==> config.mk <==
export PLATFORM = sky130hd
export DESIGN_NAME = m_seg_scan_reader
export DESIGN_NICKNAME = d
export VERILOG_FILES = /design/src/rtl/m_seg_scan_reader.sv
export SDC_FILE = /design/constraint.sdc
export NUM_CORES = 1
export LEC_CHECK = 0
export CAP_MARGIN = 20
export CELL_PAD_IN_SITES_DETAIL_PLACEMENT = 0
export CELL_PAD_IN_SITES_GLOBAL_PLACEMENT = 1
export CORE_MARGIN = 8
export CORE_UTILIZATION = 25
export CTS_CLUSTER_DIAMETER = 40
export DETAILED_ROUTE_END_ITERATION = 12
export PLACE_DENSITY_LB_ADDON = 0.08
export SKIP_CTS_REPAIR_TIMING = 1
export SYNTH_ARGS = -nofsm -noshare
export SYNTH_HDL_FRONTEND = slang
export SYNTH_SLANG_ARGS = --single-unit
==> constraint.sdc <==
create_clock -name clk -period 2.3 [get_ports clk]
set_input_delay 0.46 -clock clk [delete_from_list [all_inputs] [get_ports clk]]
set_output_delay 0.46 -clock clk [all_outputs]
set_load 0.01 [all_outputs]
==> src/rtl/m_seg_scan_reader.sv <==
// m_seg_scan_reader
// Reconstructs a 4-digit hexadecimal value by passively sniffing a
// multiplexed 7-segment display bus (common-anode, active-low).
//
// Ports
//   clk    : sole clock, all logic on the rising edge
//   rst    : synchronous, active-high reset
//   seg_n  : sampled cathode bus, active-low; [7] = dp, [6:0] = g..a
//   an_n   : sampled anode bus, active-low; bit i selects digit i (3 = MSD)
//   value  : last complete frame, nibble i = digit i
//   dp     : last complete frame decimal points, active-high
//   valid  : one-cycle pulse when value/dp/err update
//   err    : last published frame contained an undecodable digit
//   stale  : capture timeout flag (0 unless SEG_READER_TIMEOUT_EN)
//
// Handshake: valid is a single-cycle strobe with no back-pressure; value,
// dp and err change only in the cycle valid is high and hold otherwise.
//
// Build option: define SEG_READER_TIMEOUT_EN to add the idle-capture
// watchdog (TIMEOUT_CYCLES) that drives stale and drops a partial frame.
module m_seg_scan_reader #(
  parameter int SETTLE_CYCLES  = 4,
  parameter int TIMEOUT_CYCLES = 65536
) (
  input  logic        clk,
  input  logic        rst,
  input  logic [7:0]  seg_n,
  input  logic [3:0]  an_n,
  output logic [15:0] value,
  output logic [3:0]  dp,
  output logic        valid,
  output logic        err,
  output logic        stale
);

  typedef enum logic [1:0] {
    ST_WAIT   = 2'd0,
    ST_SETTLE = 2'd1,
    ST_HELD   = 2'd2
  } state_t;

  localparam logic [8:0] SETTLE_W = 9'(SETTLE_CYCLES);

  // Input register plus one-cycle-older copy for stability comparison
  logic [7:0]  seg_q, seg_p;
  logic [3:0]  an_q, an_p;

  state_t      state, state_nx;
  logic [7:0]  cnt, cnt_nx;
  logic [3:0]  seen, seen_nx;
  logic [3:0]  err_bits, err_bits_nx;
  logic [15:0] shadow_val, shadow_val_nx;
  logic [3:0]  shadow_dp, shadow_dp_nx;

  logic        sel_ok;
  logic [1:0]  idx;
  logic        same_sample;
  logic        capture;
  logic        publish;
  logic        timeout_hit;
  logic [4:0]  dec;

  // Reverse 7-segment decode: {recognised, nibble}
  function automatic logic [4:0] decode(input logic [6:0] p);
    case (p)
      7'h40: decode = 5'h10;
      7'h79: decode = 5'h11;
      7'h24: decode = 5'h12;
      7'h30: decode = 5'h13;
      7'h19: decode = 5'h14;
      7'h12: decode = 5'h15;
      7'h02: decode = 5'h16;
      7'h78: decode = 5'h17;
      7'h00: decode = 5'h18;
      7'h10: decode = 5'h19;
      7'h08: decode = 5'h1A;
      7'h03: decode = 5'h1B;
      7'h27: decode = 5'h1C;
      7'h21: decode = 5'h1D;
      7'h06: decode = 5'h1E;
      7'h0E: decode = 5'h1F;
      default: decode = 5'h00;
    endcase
  endfunction

  // Exactly one anode low is a selection; anything else is blanking
  always_comb begin
    sel_ok = 1'b1;
    idx    = 2'd0;
    case (an_q)
      4'hE: idx = 2'd0;
      4'hD: idx = 2'd1;
      4'hB: idx = 2'd2;
      4'h7: idx = 2'd3;
      default: sel_ok = 1'b0;
    endcase
  end

  assign same_sample = (an_q == an_p) && (seg_q == seg_p);
  assign dec         = decode(seg_q[6:0]);
  assign publish     = (seen == 4'hF);

  // Digit FSM next-state. Entering SETTLE loads the counter with 1, which
  // already satisfies a one-cycle settle requirement.
  always_comb begin
    state_nx = state;
    cnt_nx   = cnt;
    capture  = 1'b0;
    if (!sel_ok) begin
      state_nx = ST_WAIT;
      cnt_nx   = 8'd0;
    end else begin
      case (state)
        ST_SETTLE: begin
          if (same_sample) begin
            if (({1'b0, cnt} + 9'd1) >= SETTLE_W) begin
              capture  = 1'b1;
              state_nx = ST_HELD;
            end
            cnt_nx = cnt + 8'd1;
          end else begin
            cnt_nx = 8'd1;
            if (SETTLE_W <= 9'd1) begin
              capture  = 1'b1;
              state_nx = ST_HELD;
            end
          end
        end
        ST_HELD: begin
          if (!same_sample) begin
            cnt_nx   = 8'd1;
            state_nx = ST_SETTLE;
            if (SETTLE_W <= 9'd1) begin
              capture  = 1'b1;
              state_nx = ST_HELD;
            end
          end
        end
        default: begin
          cnt_nx   = 8'd1;
          state_nx = ST_SETTLE;
          if (SETTLE_W <= 9'd1) begin
            capture  = 1'b1;
            state_nx = ST_HELD;
          end
        end
      endcase
    end
  end

  // Frame assembly. A publish or a timeout empties the frame first, so a
  // capture in the same cycle starts the next frame cleanly.
  always_comb begin
    seen_nx       = seen;
    err_bits_nx   = err_bits;
    shadow_val_nx = shadow_val;
    shadow_dp_nx  = shadow_dp;
    if (publish || timeout_hit) begin
      seen_nx     = 4'h0;
      err_bits_nx = 4'h0;
    end
    if (capture) begin
      seen_nx[idx]      = 1'b1;
      err_bits_nx[idx]  = ~dec[4];
      shadow_dp_nx[idx] = ~seg_q[7];
      // An unrecognised pattern keeps whatever nibble was there before
      if (dec[4]) shadow_val_nx[{idx, 2'b00} +: 4] = dec[3:0];
    end
  end

  always_ff @(posedge clk) begin
    if (rst) begin
      seg_q      <= 8'hFF;
      an_q       <= 4'hF;
      seg_p      <= 8'hFF;
      an_p       <= 4'hF;
      state      <= ST_WAIT;
      cnt        <= 8'd0;
      seen       <= 4'h0;
      err_bits   <= 4'h0;
      shadow_val <= 16'h0000;
      shadow_dp  <= 4'h0;
      value      <= 16'h0000;
      dp         <= 4'h0;
      valid      <= 1'b0;
      err        <= 1'b0;
    end else begin
      seg_q      <= seg_n;
      an_q       <= an_n;
      seg_p      <= seg_q;
      an_p       <= an_q;
      state      <= state_nx;
      cnt        <= cnt_nx;
      seen       <= seen_nx;
      err_bits   <= err_bits_nx;
      shadow_val <= shadow_val_nx;
      shadow_dp  <= shadow_dp_nx;
      valid      <= publish;
      if (publish) begin
        value <= shadow_val;
        dp    <= shadow_dp;
        err   <= |err_bits;
      end
    end
  end

`ifdef SEG_READER_TIMEOUT_EN
  localparam int IW = $clog2(TIMEOUT_CYCLES + 1);
  logic [IW-1:0] idle_cnt;

  // Fires once, on the cycle the idle count reaches the limit
  assign timeout_hit = !capture && (idle_cnt == IW'(TIMEOUT_CYCLES - 1));

  always_ff @(posedge clk) begin
    if (rst) begin
      idle_cnt <= '0;
      stale    <= 1'b0;
    end else begin
      if (capture)
        idle_cnt <= '0;
      else if (idle_cnt != IW'(TIMEOUT_CYCLES))
        idle_cnt <= idle_cnt + 1'b1;
      if (publish)
        stale <= 1'b0;
      else if (timeout_hit)
        stale <= 1'b1;
    end
  end
`else
  assign timeout_hit = 1'b0;
  assign stale       = 1'b0;
`endif

endmodule

==> metrics.md, run 1 <==
| Metric | Value |
|---|---|
| Final hold vios | 0 |
| First-pass GRT wire length | 16.1 mm |
| Setup tns final | 0 ns |
| Die Y | roughly 140 um |
| CP startpoint kind | flop |
| Clock latency on the worst-skew pair | 0.34 ns |
| Root Buffer | clkbuf_16 |
| Leakage power | 1.80 nW |
| Starting DRT DRC Count | roughly 180 |
| RSZ-0062 raised after global routing | false |
| Core area | around 15,000 um2 |
| Synthesized instance count | 433 |
| Remaining antenna violation count after routing | 0 |
| Count of cell types in the netlist | 53 |
| CTS tree | yes |
| Top cell type's share of synthesized area | between 40 and 50% |
| Dpl cells | 650 |
| Tightest Pin Transition | slightly above 0.8 ns |
| Share of layout cells above drive strength 1 | ~16% |
| Synth area leader | dfxtp_1 |
| CTS Sinks | 84 |
| Die ar. | 19,700 um2 |
| Final Util | between 30% and 40% |
| Number of H-tree levels | 3 |
| Crit. End Element | flop |
| Data required, critical path | roughly 2.5 ns |
| Mapped cell area | just under 4000 um2 |
| Relative slew slack | 45.0% |
| Final min period | around 2.1 ns |
| Final GP Congestion | ~0.76 |
| Peak supply drop | ~0.00036 V |
| Post-Layout Cell Count | ~660 |
| Cts bufs inserted | 9 |
| Flop2flop setup slack | roughly 0.17 ns |
| P&R area growth vs syn | 24.1% |
| Clock Skew | 0.00702 ns |
| Peak Freq | about 0.47 GHz |
| Final Max Slew Viols | 0 |
| Placement Rows | 45 |
| Fin nets | between 400 and 500 |
| Initial antenna violation count | 0 |
| Post-synthesis sequential area ratio | 43.6% |
| Largest net degree at the start of global routing | 33 |
| Antenna fix cells | 0 |
| FFs w/ async S/R, synth | 0% |
| Period Utilization, post-route | approximately 90% |
| Yosys Warn Count | 0 |
| Worst min path class | flop to flop |
| Top cells by area, synth | dfxtp_1, nand2_1, mux2i_1 |
| Critical path class | flop to flop |
| Final worst slack | between 0.15 and 0.2 ns |
| Max-cap violations | 0 |
| Post-route DRC violation count | 0 |
| CTS clk-pin slew, worst paths | 0.06 ns |
| Net Count, Synth | around 460 |
| Die W | between 100 and 150 um |
| DP HPWL | about 6.9 mm |
| Crit path DAT | ~2.4 ns |
| GRT Util Overall | ~10% |
| Via density | 4.57 |
| Pre-CTS WS | just under 0.09 ns |
| Mean Syn Cell Area | 8.92 um2 |
| Top_reg_cell synth | dfxtp_1 |
| Outcome | complete, no violations |
| Number of synthesized flops with an enable pin | 0 |
| Bufs on Longest Clock Path | 2 |
| Total chip power | 3.27 mW |
| IO Count | 37 |
| Port Buffers | 35 |
| # setup viols final | 0 |
| Synth Register Bits | 84 |
| Power Density | between 600 and 700 nW/um2 |
| WL/cell | 14.4 um |
| First drt pass iteration count | 4 |
| Initial Util | approximately 25% |
| Vias | between 3,000 and 4,000 |
| Drt total wl | ~9.6 mm |
| CP max FO | 9 |
| Number of global-route vias before repair | 3,171 |
| Total grt overflow | 0 |
-- routing by layer --
metal,wire length [um],track usage (%),vias to the layer above,share of wire (%)
li1,-,-,1553,-
met1,4630,12.6,1426,48
met2,4410,16.4,44,46
met3,366,3.50,10,3.8
met4,178,3.83,0,1.9
met5,0,0,-,0
-- layout by cell type, fill, tap and decap left out, drive strengths merged, types with 11 or more instances in the layout --
| cell type | count |
|---|---|
| o21ai | 11 |
| nand2b | 18 |
| buf | 21 |
| dfxtp | 84 |
| clkdlybuf4s50 | 34 |
| xor2 | 14 |
| inv | 11 |
| mux2i | 19 |
| a21oi | 36 |
| nor2 | 25 |
| or2 | 29 |
| clkbuf | 12 |
| nand2 | 68 |
-- synthesized netlist by cell type (all sizes together) (6+ instances only) --
master / n
dfxtp: 84
nand2: 68
a21oi: 36
or2: 29
nor2: 25
clkbuf: 20
mux2i: 19
nand2b: 18
xor2: 14
inv: 11
o21ai: 11
nand3: 10
nor4: 10
ha: 9
buf: 6
nand3b: 6
-- layout make-up --
cell class,count,area [um2]
inverters,11,41.3
well taps,188,235
multi-input cells,312,2030
fillers,1588,10400
clock inverters,2,60.1
clock buffers,12,246
flip-flops and latches,84,1680
repair buffers,55,495
-- power by group --
part           total (mW)  internal [mW]  switching, mW
clock                1.53          0.970          0.564
sequential           1.50           1.48         0.0215
combinational       0.241          0.106          0.134
-- critical path, cell delays in order (launching register included) --
cell and delay, ns:
dfxtp_1 0.40, or2_1 0.30, or3b_1 0.39, o311a_1 0.35
nand4_4 0.20, nand3_2 0.20, mux2i_1 0.17
-- kinds of logic after synthesis --
logic type | Yosys count | share of synthesized area, %
and+or+nand+nor | 195 | 29.0
buffers and inverters | 37 | 4.05
DFF | 84 | 43.6
xor gates and xnor gates | 17 | 3.86
AOI/OAI and AO/OA | 71 | 11.6
other | 1 | 0.0971
adders and majority gates | 9 | 2.92
muxes | 19 | 4.93
-- path summary, 6_finish.rpt --
path	from	end	cells past startpoint
worst max-delay path	seg_q[6]	shadow_val[9]	6
worst min-delay path	err	err	2
worst max register to register	seg_q[6]	shadow_val[9]	6
worst min register to register	err	err	2
-- per-stage QoR --
stage / instance area [um2] / hold slack, ns
6_report: 4790 / 0.453
5_1_grt: 4790 / 0.473
4_1_cts: 4780 / 0.458
3_5_place_dp: 4480 / 0.450
3_3_place_gp: 4480 / 0.447
2_1_floorplan: 3860 / 0.432
-- flip-flops by register name, summed over array words and instances, names as in the netlist, 8 cells and up --
name	cells
shadow_val	16
value	16
cnt	8
seg_p	8
seg_q	8
No activity file was read; power rests on OpenSTA's default activity.
==> run 2: changes to the inputs <==
CORE_ASPECT_RATIO = 2   (was unset)
CTS_CLUSTER_SIZE = 24   (was unset)
==> run 2 against run 1 <==
- clock skew is 0.0024 ns higher
- sequential power about the same
- clock power increased by 16%
- non-clock buffer count rose by 7
- critical endpoint is now shadow_val[2]
- largest cell class unchanged
==> metrics.md, run 2 (synthesis results as in run 1) <==
| Metric | Value |
|---|---|
| Outcome | complete, no violations |
| Via density | 4.41 (-3.5%) |
| Worst reg-to-reg path cell count | 6 (unchanged) |
| Die ar. | 19,900 um2 (+1.2%) |
| Final min period | 2.12 ns (-0.00414 ns) |
| Critical path class | flop to flop |
| Data required, critical path | 2.58 ns (+0.05 ns) |
| CTS clk-pin slew, worst paths | 0.07 ns (about the same) |
| Psw | 757 uW (+5.1%) |
| Port Buffers | 35 (unchanged) |
| Delay-heaviest family, CP | simple AND/OR/NAND/NOR gates |
| Die Y | 192 um (+37%) |
| IO Count | 37 (unchanged) |
| Peak supply drop | 0.000350 V (-3.0%) |
| GRT Util Overall | 10.1% (-0.17 points) |
| Initial antenna violation count | 0 (unchanged) |
| CTS tree | yes |
| Drt total wl | 9.65 mm (+0.74%) |
| # fillers | 1,652 (+4.0%) |
| P&R area growth vs syn | 27.4% |
| Hold depth | 2 (unchanged) |
| Reg2reg end | shadow_val[2] |
| Cell mode on critical path | nor4_4 |
| Reg power frac | 42.6% (-3.2 points) |
| Bufs on Longest Clock Path | 2 (unchanged) |
| Number of global-route vias before repair | 3,032 (-4.4%) |
| Most frequent cells in the layout | dfxtp_1, nand2_1, a21oi_1 |
| Most common cell after layout, fill and taps aside | dfxtp_1 |
| Largest net degree at the start of global routing | 28 (-15%) |
| Number of H-tree levels | 3 (unchanged) |
| Hold path start | shadow_val[6] |
| Crit. End Element | flop |
| CTS Sinks | 84 (unchanged) |
| Cts bufs inserted | 9 (unchanged) |
| # setup viols final | 0 (unchanged) |
| CP peak stage delay | 0.44 ns (+0.04 ns) |
| Peak Freq | 0.471 GHz (+0.19%) |
| Sw Ratio | 21.5% (-0.50 points) |
| Fin nets | 503 (+1.4%) |
| Final hold vios | 0 (unchanged) |
| Core area | 15,200 um2 (+0.45%) |
| Clock latency on the worst-skew pair | 0.34 ns (about the same) |
| Crit path DAT | 2.41 ns (+0.06 ns) |
| Remaining antenna violation count after routing | 0 (unchanged) |
| CP startpoint kind | flop |
| Final GP Congestion | 0.763 (+0.39%) |
| CP max FO | 5 (-4) |
| First-pass GRT wire length | 16.0 mm (-0.52%) |
| WL/cell | 14.1 um (-2.1%) |
| Reg2reg start | seg_q[1] |
| Worst min path class | flop to flop |
| Leakage power | 1.86 nW (+3.2%) |
| Pre-CTS WS | 0.162 ns (+0.0724 ns) |
| Cell depth of the worst setup path | 6 (unchanged) |
| Total grt overflow | 0 (unchanged) |
| DP HPWL | 7.40 mm (+7.4%) |
| Hold Path Sink | value[6] |
| Vias | 3,011 (-0.73%) |
| Post-route DRC violation count | 0 (unchanged) |
| Internal power | 2.76 mW (+8.2%) |
| Flop2flop setup slack | 0.18 ns (about the same) |
| CP Cell Sequence | xor2_1, nor4_4, nand4_1, or3_4, nor4_4, a21o_1 |
| Placement Rows | 64 (+42%) |
| Comb pwr share | 7.0% (-0.4 points) |
| Power Density | 716 nW/um2 (+4.7%) |
| Root Buffer | clkbuf_16 |
| Final Max Slew Viols | 0 (unchanged) |
| Antenna fix cells | 0 (unchanged) |
| Share of layout cells above drive strength 1 | 17.7% (+2.2 points) |
| Die W | 104 um (-26%) |
| Period Utilization, post-route | 92.3% (-0.18 points) |
| Max-cap violations | 0 (unchanged) |
| Starting DRT DRC Count | 53 (-70%) |
| Critical path's slowest cell | or3_4 |
| Clk pwr share | 50.4% (+3.6 points) |
| Setup tns final | 0 ns (unchanged) |
| Clock Skew | 0.00946 ns (+0.00245 ns) |
| RSZ-0062 raised after global routing | false |
| Bufs and invs on worst path | 0 (unchanged) |
| First drt pass iteration count | 6 (+2) |
| Initial Util | 25.4% (-0.12 points) |
| Final worst slack | 0.176 ns (+0.00414 ns) |
| Largest registers | shadow_val: 16 flops, value: 16 flops |
## run 2: worst max path at each step
stage,start,end,slack [ns]
final,seg_q[1],shadow_val[2],0.18
after global routing,seg_q[1],shadow_val[2],0.007
after CTS,seg_q[5],shadow_val[2],0.15
after detailed placement,seg_q[5],shadow_val[2],0.16
after global placement,seg_q[4],shadow_val[13],0.21
after floorplan,an_q[3],err_bits[0],0.29
## run 2: final cells by class
cell class / instances / area (um2) / area share, %
Sequential cell: 84 / 1680 / 34.2
Clock inverter: 6 / 136 / 2.77
Clock buffer: 10 / 229 / 4.66
Timing Repair Buffer: 62 / 548 / 11.1
Inverter: 11 / 41.3 / 0.839
Tap cell: 198 / 248 / 5.04
Multi-Input combinational cell: 312 / 2030 / 41.3
## run 2: metal layers
layer	GRT usage [%]	share of wire (%)	routed length, um	up-vias
li1	-	-	-	1568
met5	0	0	0	-
met1	10.1	40	3860	1388
met4	4.21	1.6	157	0
met3	2.32	2.6	255	11
met2	19.6	56	5380	44
## run 2: worst min-delay path: stages, from the launching register on
cell     delay (ns)
dfxtp_1        0.31
nand2_1        0.05
a21oi_1        0.05
## run 2: power groups by stage
| stage | Clock, mW | Combinational [mW] | Sequential [mW] |
|---|---|---|---|
| 5_1_grt | 1.88 | 0.276 | 1.50 |
| 3_3_place_gp | 0 | 0.253 | 1.53 |
| 4_1_cts | 1.83 | 0.253 | 1.50 |
| 6_report | 1.77 | 0.248 | 1.50 |
| 3_5_place_dp | 0 | 0.252 | 1.53 |
| 2_1_floorplan | 0 | 0.169 | 1.53 |
## run 2: stage by stage
| step | power [mW] | hold slack, ns | util, % | instance area (um2) | instances |
|---|---|---|---|---|---|
| after floorplan | 1.70 | 0.432 | - | 3860 | 433 |
| after global placement | 1.78 | 0.442 | 29.9 | 4540 | 667 |
| after detailed placement | 1.78 | 0.447 | 29.9 | 4540 | 667 |
| after CTS | 3.58 | 0.450 | 32.3 | 4910 | 683 |
| after global routing | 3.66 | 0.467 | 32.3 | 4920 | 683 |
| final | 3.52 | 0.449 | 32.3 | 4920 | 683 |
